<file path="config.mk">
export PLATFORM = sky130hd
export DESIGN_NAME = term_budget_limiter_flat
export DESIGN_NICKNAME = d
export VERILOG_FILES = /design/src/rtl/term_budget_limiter_if.sv /design/src/rtl/term_budget_limiter.sv /design/src/flat_wrapper.sv
export SDC_FILE = /design/constraint.sdc
export NUM_CORES = 1
export LEC_CHECK = 0
export ABC_AREA = 1
export BUFFER_PORTS_ARGS = -buffer_cell sky130_fd_sc_hd__buf_2
export CAP_MARGIN = 0
export CORE_MARGIN = 5
export CORE_UTILIZATION = 25
export DETAILED_ROUTE_END_ITERATION = 8
export GPL_ROUTABILITY_DRIVEN = 0
export PLACE_DENSITY = 0.41
export SLEW_MARGIN = 40
export SYNTH_ARGS = -nofsm -noshare
export SYNTH_HDL_FRONTEND = slang
export SYNTH_SLANG_ARGS = --single-unit
</file>
<file path="constraint.sdc">
create_clock -name gated_clk -period 12.8 [get_ports gated_clk]
set_clock_uncertainty 0.1 [all_clocks]
set_input_delay 2.56 -clock gated_clk [delete_from_list [all_inputs] [get_ports gated_clk]]
set_output_delay 2.56 -clock gated_clk [all_outputs]
set_load 0.02 [all_outputs]
</file>
<file path="src/rtl/term_budget_limiter_if.sv">
// ---------------------------------------------------------------------------
// term_budget_limiter_if
//
// Purpose: valid/ready beat bundle for one term stream, shared by the
// input and output sides of term_budget_limiter.
//
// Signals:
//   valid  beat valid (producer -> consumer)
//   ready  consumer can take the beat (consumer -> producer)
//   last   final beat of the current group
//   term   term-present bit per lane
//   sign   sign of the term per lane
//
// Modports:
//   master  producer side (drives valid/last/term/sign, samples ready)
//   slave   consumer side (samples valid/last/term/sign, drives ready)
// ---------------------------------------------------------------------------
interface term_budget_limiter_if #(
  parameter int NUM_LANES = 4
);

  logic                 valid;
  logic                 ready;
  logic                 last;
  logic [NUM_LANES-1:0] term;
  logic [NUM_LANES-1:0] sign;

  modport master (
    output valid,
    output last,
    output term,
    output sign,
    input  ready
  );

  modport slave (
    input  valid,
    input  last,
    input  term,
    input  sign,
    output ready
  );

endinterface

</file>
<file path="src/rtl/term_budget_limiter.sv">
// ---------------------------------------------------------------------------
// term_budget_limiter
//
// Purpose: bit-serial term-stream limiter placed between the term encoder
// and the bit-serial MAC array. Each accepted beat carries one term bit per
// lane; the block keeps or drops each term so that, within one group
// (framed by 'last'), no lane keeps more than LANE_BUDGET terms and/or the
// whole group keeps no more than GROUP_BUDGET terms. Lanes compete for the
// group budget in fixed priority, lane 0 first. Kept terms leave through a
// single registered output stage one cycle after acceptance; sign bits are
// zeroed wherever the term is not kept.
//
// Ports:
//   gated_clk   clock
//   reset       synchronous, active-high; discards the group in progress
//               and any held output beat
//   mode[1:0]   00 pass, 01 lane truncate, 10 group top-terms, 11 both;
//               sampled on the first accepted beat of each group
//   in_if       slave side of the input term stream (valid/ready/last/
//               term/sign)
//   out_if      master side of the output term stream
//   group_kept  kept-term count of the group in progress
//
// Optional feature (macro TERM_BUDGET_STATS_EN):
//   group_dropped  number of input terms dropped over the last completed
//                  group, saturating; loaded on each accepted last beat
//   stats_valid    one-cycle pulse coincident with the first cycle that
//                  the corresponding last beat is presented on out_if
// ---------------------------------------------------------------------------
module term_budget_limiter #(
  parameter int NUM_LANES    = 4,
  parameter int LANE_BUDGET  = 4,
  parameter int GROUP_BUDGET = 8,
  parameter int CNT_W        = 5
) (
  input  logic                         gated_clk,
  input  logic                         reset,
  input  logic [1:0]                   mode,
  term_budget_limiter_if.slave         in_if,
  term_budget_limiter_if.master        out_if,
  output logic [CNT_W-1:0]             group_kept
`ifdef TERM_BUDGET_STATS_EN
  ,
  output logic [CNT_W-1:0]             group_dropped,
  output logic                         stats_valid
`endif
);

  // Wide enough to add a full counter and a full-beat popcount without
  // wrapping, so saturation and budget comparisons are exact.
  localparam int SUM_W = CNT_W + $clog2(NUM_LANES + 1);

  localparam logic [CNT_W-1:0] CNT_MAX   = {CNT_W{1'b1}};
  localparam logic [SUM_W-1:0] CNT_MAX_W = SUM_W'(CNT_MAX);
  localparam logic [CNT_W-1:0] LANE_LIM  = CNT_W'(LANE_BUDGET);
  localparam logic [SUM_W-1:0] GROUP_LIM = SUM_W'(GROUP_BUDGET);

  // Group framing: IDLE means the next accepted beat opens a new group and
  // samples the mode input; ACTIVE means a group is open and the latched
  // mode governs.
  typedef enum logic {
    GRP_IDLE   = 1'b0,
    GRP_ACTIVE = 1'b1
  } grp_state_e;

  grp_state_e           grp_state_q, grp_state_d;
  logic [1:0]           mode_q, mode_d;
  logic [CNT_W-1:0]     lane_cnt_q [NUM_LANES];
  logic [CNT_W-1:0]     lane_cnt_d [NUM_LANES];
  logic [CNT_W-1:0]     group_kept_q, group_kept_d;

  logic                 out_valid_q, out_valid_d;
  logic                 out_last_q, out_last_d;
  logic [NUM_LANES-1:0] out_term_q, out_term_d;
  logic [NUM_LANES-1:0] out_sign_q, out_sign_d;

`ifdef TERM_BUDGET_STATS_EN
  logic [CNT_W-1:0]     drop_acc_q, drop_acc_d;
  logic [CNT_W-1:0]     group_dropped_q, group_dropped_d;
  logic                 stats_valid_q, stats_valid_d;
  logic [SUM_W-1:0]     drop_cnt;
  logic [SUM_W-1:0]     drop_total;
`endif

  logic                 in_ready;
  logic                 accept;
  logic [1:0]           eff_mode;
  logic [NUM_LANES-1:0] lane_pass;
  logic [NUM_LANES-1:0] kept;
  logic [SUM_W-1:0]     kept_cnt;
  logic [SUM_W-1:0]     group_base;
  logic [SUM_W-1:0]     group_sum;

  // The single output register can take a new beat whenever it is empty
  // or is being drained this cycle; in_valid never reaches out_valid
  // combinationally.
  assign in_ready    = !out_valid_q || out_if.ready;
  assign accept      = in_if.valid && in_ready;
  assign in_if.ready = in_ready;

  assign out_if.valid = out_valid_q;
  assign out_if.last  = out_last_q;
  assign out_if.term  = out_term_q;
  assign out_if.sign  = out_sign_q;
  assign group_kept   = group_kept_q;

`ifdef TERM_BUDGET_STATS_EN
  assign group_dropped = group_dropped_q;
  assign stats_valid   = stats_valid_q;
`endif

  // Keep/drop decision for the beat currently on the input. The first
  // beat of a group is judged with the live mode input, because that is
  // the beat that latches it. Lanes are walked from lane 0 upward and the
  // running kept count is added to the group total, which gives lower
  // lanes priority for whatever group budget is left.
  always_comb begin
    eff_mode   = (grp_state_q == GRP_IDLE) ? mode : mode_q;
    lane_pass  = '0;
    kept       = '0;
    kept_cnt   = '0;
    group_base = SUM_W'(group_kept_q);
    for (int i = 0; i < NUM_LANES; i++) begin
      lane_pass[i] = in_if.term[i] &&
                     (!eff_mode[0] || (lane_cnt_q[i] < LANE_LIM));
      if (lane_pass[i] &&
          (!eff_mode[1] || ((group_base + kept_cnt) < GROUP_LIM))) begin
        kept[i] = 1'b1;
      end
      kept_cnt = kept_cnt + SUM_W'(kept[i]);
    end
    group_sum = group_base + kept_cnt;
  end

`ifdef TERM_BUDGET_STATS_EN
  // Terms that arrived but were not kept, and the running group total
  // including this beat, clamped later to the counter range.
  always_comb begin
    drop_cnt = '0;
    for (int i = 0; i < NUM_LANES; i++) begin
      drop_cnt = drop_cnt + SUM_W'(in_if.term[i] && !kept[i]);
    end
    drop_total = SUM_W'(drop_acc_q) + drop_cnt;
  end
`endif

  // Group bookkeeping. Nothing moves without an accepted beat. An accepted
  // last beat closes the group, so every counter returns to zero and the
  // following beat re-samples the mode. Counters saturate rather than
  // wrap; in the budgeted modes they never get near the limit anyway.
  always_comb begin
    grp_state_d  = grp_state_q;
    mode_d       = mode_q;
    lane_cnt_d   = lane_cnt_q;
    group_kept_d = group_kept_q;
    if (accept) begin
      mode_d = eff_mode;
      if (in_if.last) begin
        grp_state_d  = GRP_IDLE;
        group_kept_d = '0;
        for (int i = 0; i < NUM_LANES; i++) begin
          lane_cnt_d[i] = '0;
        end
      end else begin
        grp_state_d  = GRP_ACTIVE;
        group_kept_d = (group_sum > CNT_MAX_W) ? CNT_MAX
                                               : group_sum[CNT_W-1:0];
        for (int i = 0; i < NUM_LANES; i++) begin
          if (kept[i] && (lane_cnt_q[i] != CNT_MAX)) begin
            lane_cnt_d[i] = lane_cnt_q[i] + CNT_W'(1);
          end
        end
      end
    end
  end

  // Output stage. An accepted beat loads the register; otherwise the
  // register holds, and only the valid flag drops once downstream has
  // taken the beat. Sign bits are masked by the kept term in every mode.
  always_comb begin
    out_valid_d = out_valid_q;
    out_last_d  = out_last_q;
    out_term_d  = out_term_q;
    out_sign_d  = out_sign_q;
    if (accept) begin
      out_valid_d = 1'b1;
      out_last_d  = in_if.last;
      out_term_d  = kept;
      out_sign_d  = in_if.sign & kept;
    end else if (out_if.ready) begin
      out_valid_d = 1'b0;
    end
  end

`ifdef TERM_BUDGET_STATS_EN
  // Dropped-term statistics. The accumulator covers the open group; the
  // reported value is loaded when the group's last beat is accepted, and
  // the pulse lines up with that beat's first cycle on the output.
  always_comb begin
    drop_acc_d      = drop_acc_q;
    group_dropped_d = group_dropped_q;
    stats_valid_d   = 1'b0;
    if (accept) begin
      if (in_if.last) begin
        drop_acc_d      = '0;
        group_dropped_d = (drop_total > CNT_MAX_W) ? CNT_MAX
                                                   : drop_total[CNT_W-1:0];
        stats_valid_d   = 1'b1;
      end else begin
        drop_acc_d = (drop_total > CNT_MAX_W) ? CNT_MAX
                                              : drop_total[CNT_W-1:0];
      end
    end
  end
`endif

  // All state of the block lives here; reset throws away the open group
  // and any beat still waiting in the output register.
  always_ff @(posedge gated_clk) begin
    if (reset) begin
      grp_state_q  <= GRP_IDLE;
      mode_q       <= 2'b00;
      group_kept_q <= '0;
      for (int i = 0; i < NUM_LANES; i++) begin
        lane_cnt_q[i] <= '0;
      end
      out_valid_q  <= 1'b0;
      out_last_q   <= 1'b0;
      out_term_q   <= '0;
      out_sign_q   <= '0;
`ifdef TERM_BUDGET_STATS_EN
      drop_acc_q      <= '0;
      group_dropped_q <= '0;
      stats_valid_q   <= 1'b0;
`endif
    end else begin
      grp_state_q  <= grp_state_d;
      mode_q       <= mode_d;
      group_kept_q <= group_kept_d;
      for (int i = 0; i < NUM_LANES; i++) begin
        lane_cnt_q[i] <= lane_cnt_d[i];
      end
      out_valid_q  <= out_valid_d;
      out_last_q   <= out_last_d;
      out_term_q   <= out_term_d;
      out_sign_q   <= out_sign_d;
`ifdef TERM_BUDGET_STATS_EN
      drop_acc_q      <= drop_acc_d;
      group_dropped_q <= group_dropped_d;
      stats_valid_q   <= stats_valid_d;
`endif
    end
  end

endmodule

</file>
<file path="src/flat_wrapper.sv">
// flat-port wrapper written by rule: the top's interface ports become plain ports
module term_budget_limiter_flat 
#(
  parameter int NUM_LANES    = 4,
  parameter int LANE_BUDGET  = 4,
  parameter int GROUP_BUDGET = 8,
  parameter int CNT_W        = 5
)
  (gated_clk, reset, mode, group_kept, in_if_valid, in_if_last, in_if_term, in_if_sign, in_if_ready, out_if_valid, out_if_last, out_if_term, out_if_sign, out_if_ready);
  term_budget_limiter_if #(.NUM_LANES(NUM_LANES)) in_if_i ();
  term_budget_limiter_if #(.NUM_LANES(NUM_LANES)) out_if_i ();
  input  logic gated_clk;
  input  logic reset;
  input  logic [1:0] mode;
  output logic [CNT_W-1:0] group_kept;
  input wire logic [$bits(in_if_i.valid)-1:0] in_if_valid;
  input wire logic [$bits(in_if_i.last)-1:0] in_if_last;
  input wire logic [$bits(in_if_i.term)-1:0] in_if_term;
  input wire logic [$bits(in_if_i.sign)-1:0] in_if_sign;
  output wire logic [$bits(in_if_i.ready)-1:0] in_if_ready;
  output wire logic [$bits(out_if_i.valid)-1:0] out_if_valid;
  output wire logic [$bits(out_if_i.last)-1:0] out_if_last;
  output wire logic [$bits(out_if_i.term)-1:0] out_if_term;
  output wire logic [$bits(out_if_i.sign)-1:0] out_if_sign;
  input wire logic [$bits(out_if_i.ready)-1:0] out_if_ready;
  assign in_if_i.valid = in_if_valid;
  assign in_if_i.last = in_if_last;
  assign in_if_i.term = in_if_term;
  assign in_if_i.sign = in_if_sign;
  assign in_if_ready = in_if_i.ready;
  assign out_if_valid = out_if_i.valid;
  assign out_if_last = out_if_i.last;
  assign out_if_term = out_if_i.term;
  assign out_if_sign = out_if_i.sign;
  assign out_if_i.ready = out_if_ready;
  term_budget_limiter #(.NUM_LANES(NUM_LANES), .LANE_BUDGET(LANE_BUDGET), .GROUP_BUDGET(GROUP_BUDGET), .CNT_W(CNT_W)) u_core (.gated_clk(gated_clk), .reset(reset), .mode(mode), .in_if(in_if_i), .out_if(out_if_i), .group_kept(group_kept));
endmodule
</file>
==> results.md, run 1 <==
- Max-cap check violation count: 0
- Place WS: 5.78 ns
- GRT Residual Overflow: 0
- Final HPWL DP: 4260 microns
- CP most frequent cell: nand2_1
- H-tree depth: 2
- Post-CTS Setup Inserts: 0
- Top-area cell type share of the netlist area: 32.5%
- First-pass GRT wire length: 10000 microns
- Syn_area_per_cell: 7.53 sq um
- Worst setup path class: in2reg
- Share of cells above drive strength 1: 20.7%
- Worst-margin pin slew: 0.793 ns
- Final WL: 5920 microns
- Fin util: 29.0%
- CORE AREA: 0.00920 sq mm
- Commonest cells in the netlist: nand2_1 (50), nand3_1 (39), dfxtp_1 (38)
- CTS Buf Count: 5
- Clock slew seen by the registers of the worst setup and hold paths: 0.08 ns
- Clk root buf: clkbuf_8
- Final period util: 52.1%
- Run status: complete, no violations
- WP buf/inv: 3
- Layout area overhead: 13.9%
- Layout fillers: 1018
- Post-synthesis register bit count: 38
- Max-slew headroom: 47.0%
- Most frequent cell after synthesis: nand2_1
- DRT iter0 DRCs: 70
- Die height: 107 microns
- CTS Buffer Depth: 2
- Worst Setup End Kind: register
- Clk_lat worst skew: 0.29 ns
- Ant. Diodes: 0
- Worst-path fanout max: 5
- Routed WL per cell: 13.2 microns
- Static Leakage: 0.00114 uW
- Final #Nets: 370
- Crit start category: primary input
- Worst EP required: 12.85 ns
- # resized after CTS: 0
- Drt pass-1 iters: 4
- Pin count of the biggest net entering global routing: 34
- PnR worst setup slack: 6.13 ns
- Top cell type by total area after synthesis: dfxtp_1
- TritonCTS clock tree: yes
- Vias in the first global route: 2036
- Pins Over Slew Limit: 0
- Post-Syn Nets: 344
- Number of flops mapped to enable cells by yosys: 0
- Port-buffer cells: 30
- Setup violators final: 0
- Die Area: 0.0114 sq mm
- Synth Instances: 311
- Routed vias/inst: 4.64
- Remaining antenna violation count after routing: 0
- WP data arrival: 6.73 ns
- Pwr dens: 99.9 mW/mm^2
- CTS sink count: 38
- Final hold violation count: 0
- Row count: 35
- Hold WC Path Type: reg2reg
- Fin Setup TNS: 0 ns
- Sequential area share after synthesis: 32.5%
- Slowest-stage cell, CP: fa_1
- Max incr delay on CP: 0.43 ns
- Netlist cell types: 36
- DRC viols: 0
- Mapped Area: 0.00234 sq mm
- Final Critical Period: 6.67 ns
- RSZ-0062 raised after global routing: false
- Number of hold buffers added after cts: 0
- Antenna violations before repair: 0
- Initial Util: 25.5%
- I/O pins: 31
- Synth Flop Type: dfxtp_1
- Dominant cells by area after synthesis: dfxtp_1 (32%), nand3_1 (8.3%), ha_1 (8.0%)
- Top Family by Delay on Critical Path: adder cells
- DIE WIDTH: 107 microns
- Global-route usage over all layers: 11.0%
- Fraction of registers with async set/reset: 0%
- Vias: 2083
- Max Clk Rate: 0.150 GHz
- YS warnings: 0
- Worst VDD drop: 0.0310 mV
==> report_power, final <==
group          internal (uW)  total (uW)  switching, uW
Combinational           13.5        41.9           28.4
Clock                   54.5        98.7           44.2
Sequential               122         126           3.54
Total                    190         266           76.2
==> worst register-to-register path: cells and delay by family, from the launching register on <==
kind            cells  cell delay [ns]
fa+ha+maj           6             1.84
xor+xnor            1             0.08
compound gates      5             0.67
flops               1             0.48
simple gates       13             1.33
buf+inv             2             0.16
==> cell families after synthesis <==
logic type               after synthesis  synth area share (%)
AND/OR/NAND/NOR                      153                  33.7
AO/OA/AOI/OAI                         51                  12.4
buffers and inverters                 45                  8.60
flip-flops                            38                  32.5
adder cells (fa/ha/maj)               18                  10.6
XOR/XNOR                               6                  2.24
==> cells in the final DEF, fill, tap and decap left out, types with 5 or more instances in the layout <==
master,netlist,layout
a21oi_1,33,33
inv_2,7,7
inv_1,26,26
xor2_1,6,6
nand2_2,5,5
o21ai_0,9,9
dfxtp_1,38,38
nand4_1,6,6
nand3_1,39,39
ha_1,15,15
nor2_1,33,33
nand2_1,50,50
buf_2,4,30
clkbuf_8,1,8
nand2_4,8,8
==> per-layer routing <==
metal / GRT usage [%] / routed length (microns) / vias to the layer above
li1: - / - / 1072
met1: 14.3 / 2790 / 965
met2: 18.3 / 2810 / 41
met3: 2.53 / 255 / 5
met4: 3.01 / 58 / 0
met5: 0 / 0 / -
==> worst paths after layout <==
check,to,slack (ns),cells after the start,startpoint
min reg2reg,u_core.out_if.term[2],0.36,2,u_core.out_if.term[2]
min,u_core.out_if.term[2],0.36,2,u_core.out_if.term[2]
max reg2reg,u_core.group_kept[4],8.01,27,u_core.group_kept[1]
max,u_core.group_kept[4],6.13,29,mode[0]
==> flip-flops by register name (all words and copies together), names as in the netlist <==
| register | cells |
|---|---|
| u_core.mode_q | 2 |
| u_core.grp_state_q | 1 |
| u_core.out_if.last | 1 |
| u_core.out_if.term | 4 |
| u_core.lane_cnt_q | 20 |
| u_core.out_if.sign | 4 |
| u_core.group_kept | 5 |
| u_core.out_if.valid | 1 |
==> layout make-up <==
cell class / instances / area (sq um) / area share (%)
Sequential cell: 38 / 761 / 28.5
Multi-Input combinational cell: 228 / 1380 / 51.7
Clock buffer: 8 / 110 / 4.13
Timing Repair Buffer: 30 / 150 / 5.63
Inverter: 34 / 129 / 4.83
Tap cell: 111 / 139 / 5.21
==> through the flow <==
step                      power [uW]  cells  hold WS [ns]  instance area (sq um)
final                            266    449         0.364                   2670
after global routing             284    449         0.384                   2670
after CTS                        272    449         0.370                   2670
after detailed placement         172    441         0.357                   2560
after global placement           172    441         0.349                   2560
after floorplan                  159    311         0.347                   2340
(Power assumes the default switching activity.)
==> run 2: changes to the inputs <==
- ABC_AREA: 1 -> 0
- PLACE_DENSITY: 0.41 -> 0.43
- clock period: 12.8 -> 6.04 ns (I/O delays scaled with it)
==> run 2 against run 1 <==
Effect of this change: critical endpoint unchanged; sequential cell count is the same; global-route usage grew 0.76 points; synthesized cell count shrank 22%; design area shrank 4.5%; worst setup slack lost 5.7 ns; critical path depth shrank 9; sequential share of layout area grew 1.3 points; synthesized area shrank 8.6%; utilization grew 1.7 points; via count shrank 6.9%; non-clock buffer count grew 8.
==> results.md, run 2 <==
- Top reg by flops: u_core.lane_cnt_q
- Sequential area share after synthesis: 35.5%
- PnR worst setup slack: 0.433 ns
- Met3 Wirelength: 185 microns
- Pins Over Slew Limit: 0
- Global-route usage over all layers: 11.7%
- WP data arrival: 5.72 ns
- Dominant cells by area after synthesis: dfxtp_1 (36%), ha_1 (8.8%), a21oi_1 (4.7%)
- Synth Instances: 243
- H-tree depth: 2
- Most common cell after layout, fill and taps aside: dfxtp_1
- Setup violators final: 0
- Top cell type by total area after synthesis: dfxtp_1
- M1 wire length: 2860 microns
- Final hold violation count: 0
- Remaining antenna violation count after routing: 0
- Run status: complete, no violations
- Synth Flop Type: dfxtp_1
- Max reg flops: 20
- YS warnings: 0
- Reg area: 761 sq um
- Area taken by multi-input logic gates: 0.00130 sq mm
- Drt pass-1 iters: 4
- Max Clk Rate: 0.178 GHz
- Pwr dens: 226 mW/mm^2
- Worst Hold Depth: 2
- DIE WIDTH: 103 microns
- Worst-path fanout max: 5
- Pwr Total: 575 uW
- CTS Buffer Depth: 2
- Clk_lat worst skew: 0.29 ns
- GRT Residual Overflow: 0
- Reg2reg path depth: 19
- Commonest cells in the netlist: dfxtp_1 (38), nand2_1 (22), a21oi_1 (20)
- Crit start category: primary input
- Top sig layer: met4
- Most frequent cells in the layout: dfxtp_1 (38), buf_2 (30), nand2_1 (21)
- Antenna violations before repair: 0
- Finished Cell Area: 0.00255 sq mm
- Post-Syn Nets: 276
- Layout area overhead: 19.1%
- Mapped Area: 0.00214 sq mm
- Clk root buf: clkbuf_8
- TritonCTS clock tree: yes
- Fin Setup TNS: 0 ns
- Place WS: 0.0211 ns
- Worst Setup End Kind: register
- Fraction of registers with async set/reset: 0%
- Most frequent cell after synthesis: dfxtp_1
- Vias: 1940
- Max-slew headroom: 55.5%
- Final period util: 92.8%
- Syn_area_per_cell: 8.81 sq um
- DRC viols: 0
- Worst EP required: 6.15 ns
- Pin count of the biggest net entering global routing: 35
- Post-synthesis register bit count: 38
- Routed vias/inst: 5.08
- Layout fillers: 913
- Metal2 WL: 2610 microns
- I/O pins: 31
- Vias in the first global route: 2000
- Hold WC Path Type: reg2reg
- Ant. Diodes: 0
- Die height: 103 microns
- Post-DP Area: 0.00243 sq mm
- Initial Util: 25.8%
- Final #Nets: 309
- RSZ-0062 raised after global routing: false
- Die Area: 0.0105 sq mm
- DRT iter0 DRCs: 41
- Routed WL per cell: 15.0 microns
- CTS sink count: 38
- Final Critical Period: 5.61 ns
- Number of flops mapped to enable cells by yosys: 0
- Netlist cell types: 43
- CTS Buf Count: 5
- Worst-margin pin slew: 0.668 ns
- Final HPWL DP: 4100 microns
- First-pass GRT wire length: 9640 microns
- Max-cap check violation count: 0
- Worst setup path class: in2reg
- Final WL: 5730 microns
- Port-buffer cells: 30
- CORE AREA: 0.00830 sq mm
- Number of hold buffers added after cts: 0
- Static Leakage: 0.00110 uW
- Row count: 33
- Clock slew seen by the registers of the worst setup and hold paths: 0.08 ns
- Worst VDD drop: 0.0877 mV
- Share of cells above drive strength 1: 20.6%
- Top-area cell type share of the netlist area: 35.5%
-- run 2: cell types whose count changed after synthesis, sizes merged, moves of 8 or more --
| cell | before | now |
|---|---|---|
| inv | 33 | 9 |
| a21oi | 36 | 20 |
| a32o | 0 | 8 |
| nor2 | 36 | 19 |
| nand3 | 42 | 9 |
| nand2 | 63 | 22 |
| nor3 | 0 | 10 |
-- run 2: cells by family after synthesis --
group / share of synthesized area, %
xor gates and xnor gates: 0.409
and+or+nand+nor: 21.3
AOI/OAI and AO/OA: 24.3
DFF: 35.5
muxes: 2.86
buffers and inverters: 4.03
adders and majority gates: 11.6
-- run 2: path summary, 6_finish.rpt --
path	to	start	slack [ns]
min reg2reg	u_core.out_if.sign[1]	u_core.out_if.sign[1]	0.35
max	u_core.group_kept[4]	mode[0]	0.43
min	u_core.out_if.sign[1]	u_core.out_if.sign[1]	0.35
max reg2reg	u_core.group_kept[4]	u_core.grp_state_q	0.92
-- run 2: repair_timing --
item / 4_1_cts / 5_1_grt
buffers inserted: 0 / 0
setup endpoints to repair: 0 / 1
gates resized for setup: 0 / 1
-- run 2: layer usage --
layer | up-vias | GRT usage (%)
li1 | 976 | -
met1 | 931 | 15.6
met2 | 26 | 18.9
met3 | 7 | 2.57
met4 | 0 | 4.04
met5 | - | 0
-- run 2: power by group --
part	switching [uW]	internal, uW	leakage (uW)	total, uW
logic	58.9	37.8	0.000737	96.7
clock network	95.8	115	0.0000575	211
registers	8.63	259	0.000309	267
-- run 2: layout make-up --
class                           count  area share (%)
Timing Repair Buffer               38            8.25
Clock buffer                        8            4.32
Multi-Input combinational cell    184            51.1
Sequential cell                    38            29.8
Inverter                            9            1.33
Tap cell                          105            5.15
-- run 2: per-stage QoR --
stage	hold WS, ns	utilization (%)	instances
floorplan	0.360	-	243
global placement	0.338	29.3	374
detailed placement	0.346	29.3	374
CTS	0.357	30.6	382
global route	0.378	30.7	382
finish	0.354	30.7	382
-- run 2: critical path, stage by stage --
cell	delay, ns
buf_2	0.10
mux2i_1	0.32
o211a_1	0.29
nor2_1	0.08
ha_1	0.21
ha_1	0.27
a31o_2	0.28
a31oi_2	0.31
fa_1	0.50
ha_1	0.20
a21o_1	0.16
a211o_1	0.31
nand3_1	0.12
fa_1	0.21
inv_1	0.06
fa_1	0.39
a21oi_1	0.16
nor2b_1	0.07
a31o_2	0.24
a211oi_1	0.22
==> run 3: changes to the inputs <==
--- a/config.mk
+++ b/config.mk
@@ -10,3 +10,3 @@
 export CAP_MARGIN = 0
-export CORE_MARGIN = 5
+export CORE_MARGIN = 8
 export CORE_UTILIZATION = 25
==> constraint.sdc (replaced) <==
create_clock -name gated_clk -period 6.04 [get_ports gated_clk]
set_clock_uncertainty 0.1 [all_clocks]
set_input_delay 0.906 -clock gated_clk [delete_from_list [all_inputs] [get_ports gated_clk]]
set_output_delay 0.906 -clock gated_clk [all_outputs]
set_load 0.02 [all_outputs]
==> run 3 against run 2 <==
Effect of this change: fmax up 5.2%; worst hold slack about the same; critical path depth up 1; combinational power down 2%; sequential share of layout area up 0.25 points; global-route usage down 1.1 points; via count down 1.2%; sequential cell count unchanged; largest power group unchanged.
==> results.md, run 3 (synthesis results as in run 2) <==
- DIE WIDTH: 109 microns
- Hold WC Path Type: reg2reg
- Die height: 109 microns
- Layout fillers: 906
- Max incr delay on CP: 0.47 ns
- Crit Reg-Reg Startpoint: u_core.grp_state_q
- Metal2 WL: 2780 microns
- Setup slack, reg-to-reg: 0.88 ns
- TritonCTS clock tree: yes
- CP Capture Point: u_core.group_kept[1]
- Slowest-stage cell, CP: or4b_1
- Port-buffer cells: 30
- Met3 Wirelength: 245 microns
- Number of hold buffers added after cts: 0
- I/O pins: 31
- Global-route usage over all layers: 10.6%
- Layout area overhead: 18.1%
- Ant. Diodes: 0
- Static Leakage: 0.00109 uW
- GRT Residual Overflow: 0
- Worst setup path class: in2reg
- Fin Hold WS: 0.354 ns
- RSZ-0062 raised after global routing: false
- M1 wire length: 2910 microns
- Pins Over Slew Limit: 0
- DRT iter0 DRCs: 98
- Vias in the first global route: 1904
- DRC viols: 0
- WP data arrival: 5.38 ns
- Most frequent cells in the layout: dfxtp_1 (38), buf_2 (30), nand2_1 (21)
- Final #Nets: 307
- Share of cells above drive strength 1: 19.6%
- CTS sink count: 38
- Final WL: 5990 microns
- Max reg flops: 20
- Run status: complete, no violations
- Pin count of the biggest net entering global routing: 35
- Drt pass-1 iters: 4
- Routed WL per cell: 15.8 microns
- Final period util: 88.3%
- CP cell instances: buf_2 -> mux2i_1 -> o211a_1 -> nor2_1 -> ha_1 -> ha_1 -> a31o_2 -> a31oi_1 -> buf_4 -> ha_1 -> ha_1 -> ha_1 -> or4b_1 -> nand4_1 -> nand3_1 -> fa_1 -> inv_1 -> fa_1 -> nor3b_1 -> a21oi_1 -> a21oi_1
- Routed vias/inst: 5.04
- H-tree depth: 2
- Reg2reg path depth: 20
- R2R Path End: u_core.group_kept[1]
- Clk_lat worst skew: 0.29 ns
- CTS Buf Count: 5
- CTS Buffer Depth: 2
- Initial Util: 25.9%
- Final HPWL DP: 4250 microns
- Clock slew seen by the registers of the worst setup and hold paths: 0.07 ns
- Max-cap check violation count: 0
- CP startpoint: mode[0]
- # resized after CTS: 0
- Post-CTS Setup Inserts: 0
- Setup violators final: 0
- Worst VDD drop: 0.0818 mV
- Remaining antenna violation count after routing: 0
- CORE AREA: 0.00826 sq mm
- First-pass GRT wire length: 9850 microns
- Max-slew headroom: 53.9%
- Top reg by flops: u_core.lane_cnt_q
- Antenna violations before repair: 0
- Final hold violation count: 0
- Clk root buf: clkbuf_8
- Fin util: 30.6%
- Worst Setup End Kind: register
- Most common cell after layout, fill and taps aside: dfxtp_1
- Row count: 33
- Vias: 1916
- Worst-margin pin slew: 0.691 ns
- Fin Setup TNS: 0 ns
- Max Clk Rate: 0.188 GHz
- Die Area: 0.0118 sq mm
- Worst-path fanout max: 5
- Pwr dens: 226 mW/mm^2
- Top sig layer: met4
- Worst EP required: 6.09 ns
- Crit start category: primary input
- CP most frequent cell: ha_1
- Final Critical Period: 5.33 ns
run 3: cell types whose count changed in the layout (fill, tap and decap cells not counted):
cell	delta
a31oi_2	-1
buf_4	-2
a31oi_1	+1
run 3: layout make-up:
class	count	area (sq um)	area share (%)
clock buffer	8	110	4.36
inverter	9	33.8	1.34
timing repair buffer	36	195	7.72
sequential	38	761	30.1
multi-input combinational	184	1300	51.3
tap	105	131	5.20
run 3: report_power, final:
group / leakage (uW) / internal (uW) / switching, uW
Combinational: 0.000727 / 36.3 / 58.9
Clock: 0.0000575 / 115 / 92.9
Sequential: 0.000309 / 259 / 9.10
run 3: stage by stage:
step | instance area [sq um] | total power [uW] | setup WS [ns] | instances
after floorplan | 2140 | 337 | 0.573 | 243
after global routing | 2530 | 610 | 0.390 | 380
after detailed placement | 2420 | 370 | 0.375 | 372
after global placement | 2410 | 371 | 0.393 | 372
final | 2530 | 571 | 0.708 | 380
after CTS | 2530 | 581 | 0.684 | 380
run 3: how the worst min path moves through the flow:
stage | end | slack (ns) | cells after the start | from
6_report | u_core.out_if.term[3] | 0.35 | 2 | u_core.out_if.term[3]
5_1_grt | u_core.out_if.term[3] | 0.38 | 2 | u_core.out_if.term[3]
4_1_cts | u_core.out_if.sign[0] | 0.36 | 2 | u_core.out_if.sign[0]
3_5_place_dp | u_core.out_if.sign[0] | 0.35 | 2 | u_core.out_if.sign[0]
3_3_place_gp | u_core.out_if.sign[0] | 0.34 | 2 | u_core.out_if.sign[0]
2_1_floorplan | u_core.lane_cnt_q[11] | 0.36 | 1 | u_core.lane_cnt_q[11]
run 3: critical path: cells and delay by family:
| family | cells | cell delay [ns] |
|---|---|---|
| compound gates | 5 | 0.83 |
| fa+ha+maj | 7 | 1.95 |
| buf+inv | 3 | 0.38 |
| mux | 1 | 0.35 |
| simple gates | 5 | 0.96 |
run 3: per-layer routing:
| layer | up-vias | global-route usage [%] |
|---|---|---|
| li1 | 966 | - |
| met1 | 909 | 13.4 |
| met2 | 35 | 17.4 |
| met3 | 6 | 2.91 |
| met4 | 0 | 2.93 |
| met5 | - | 0 |
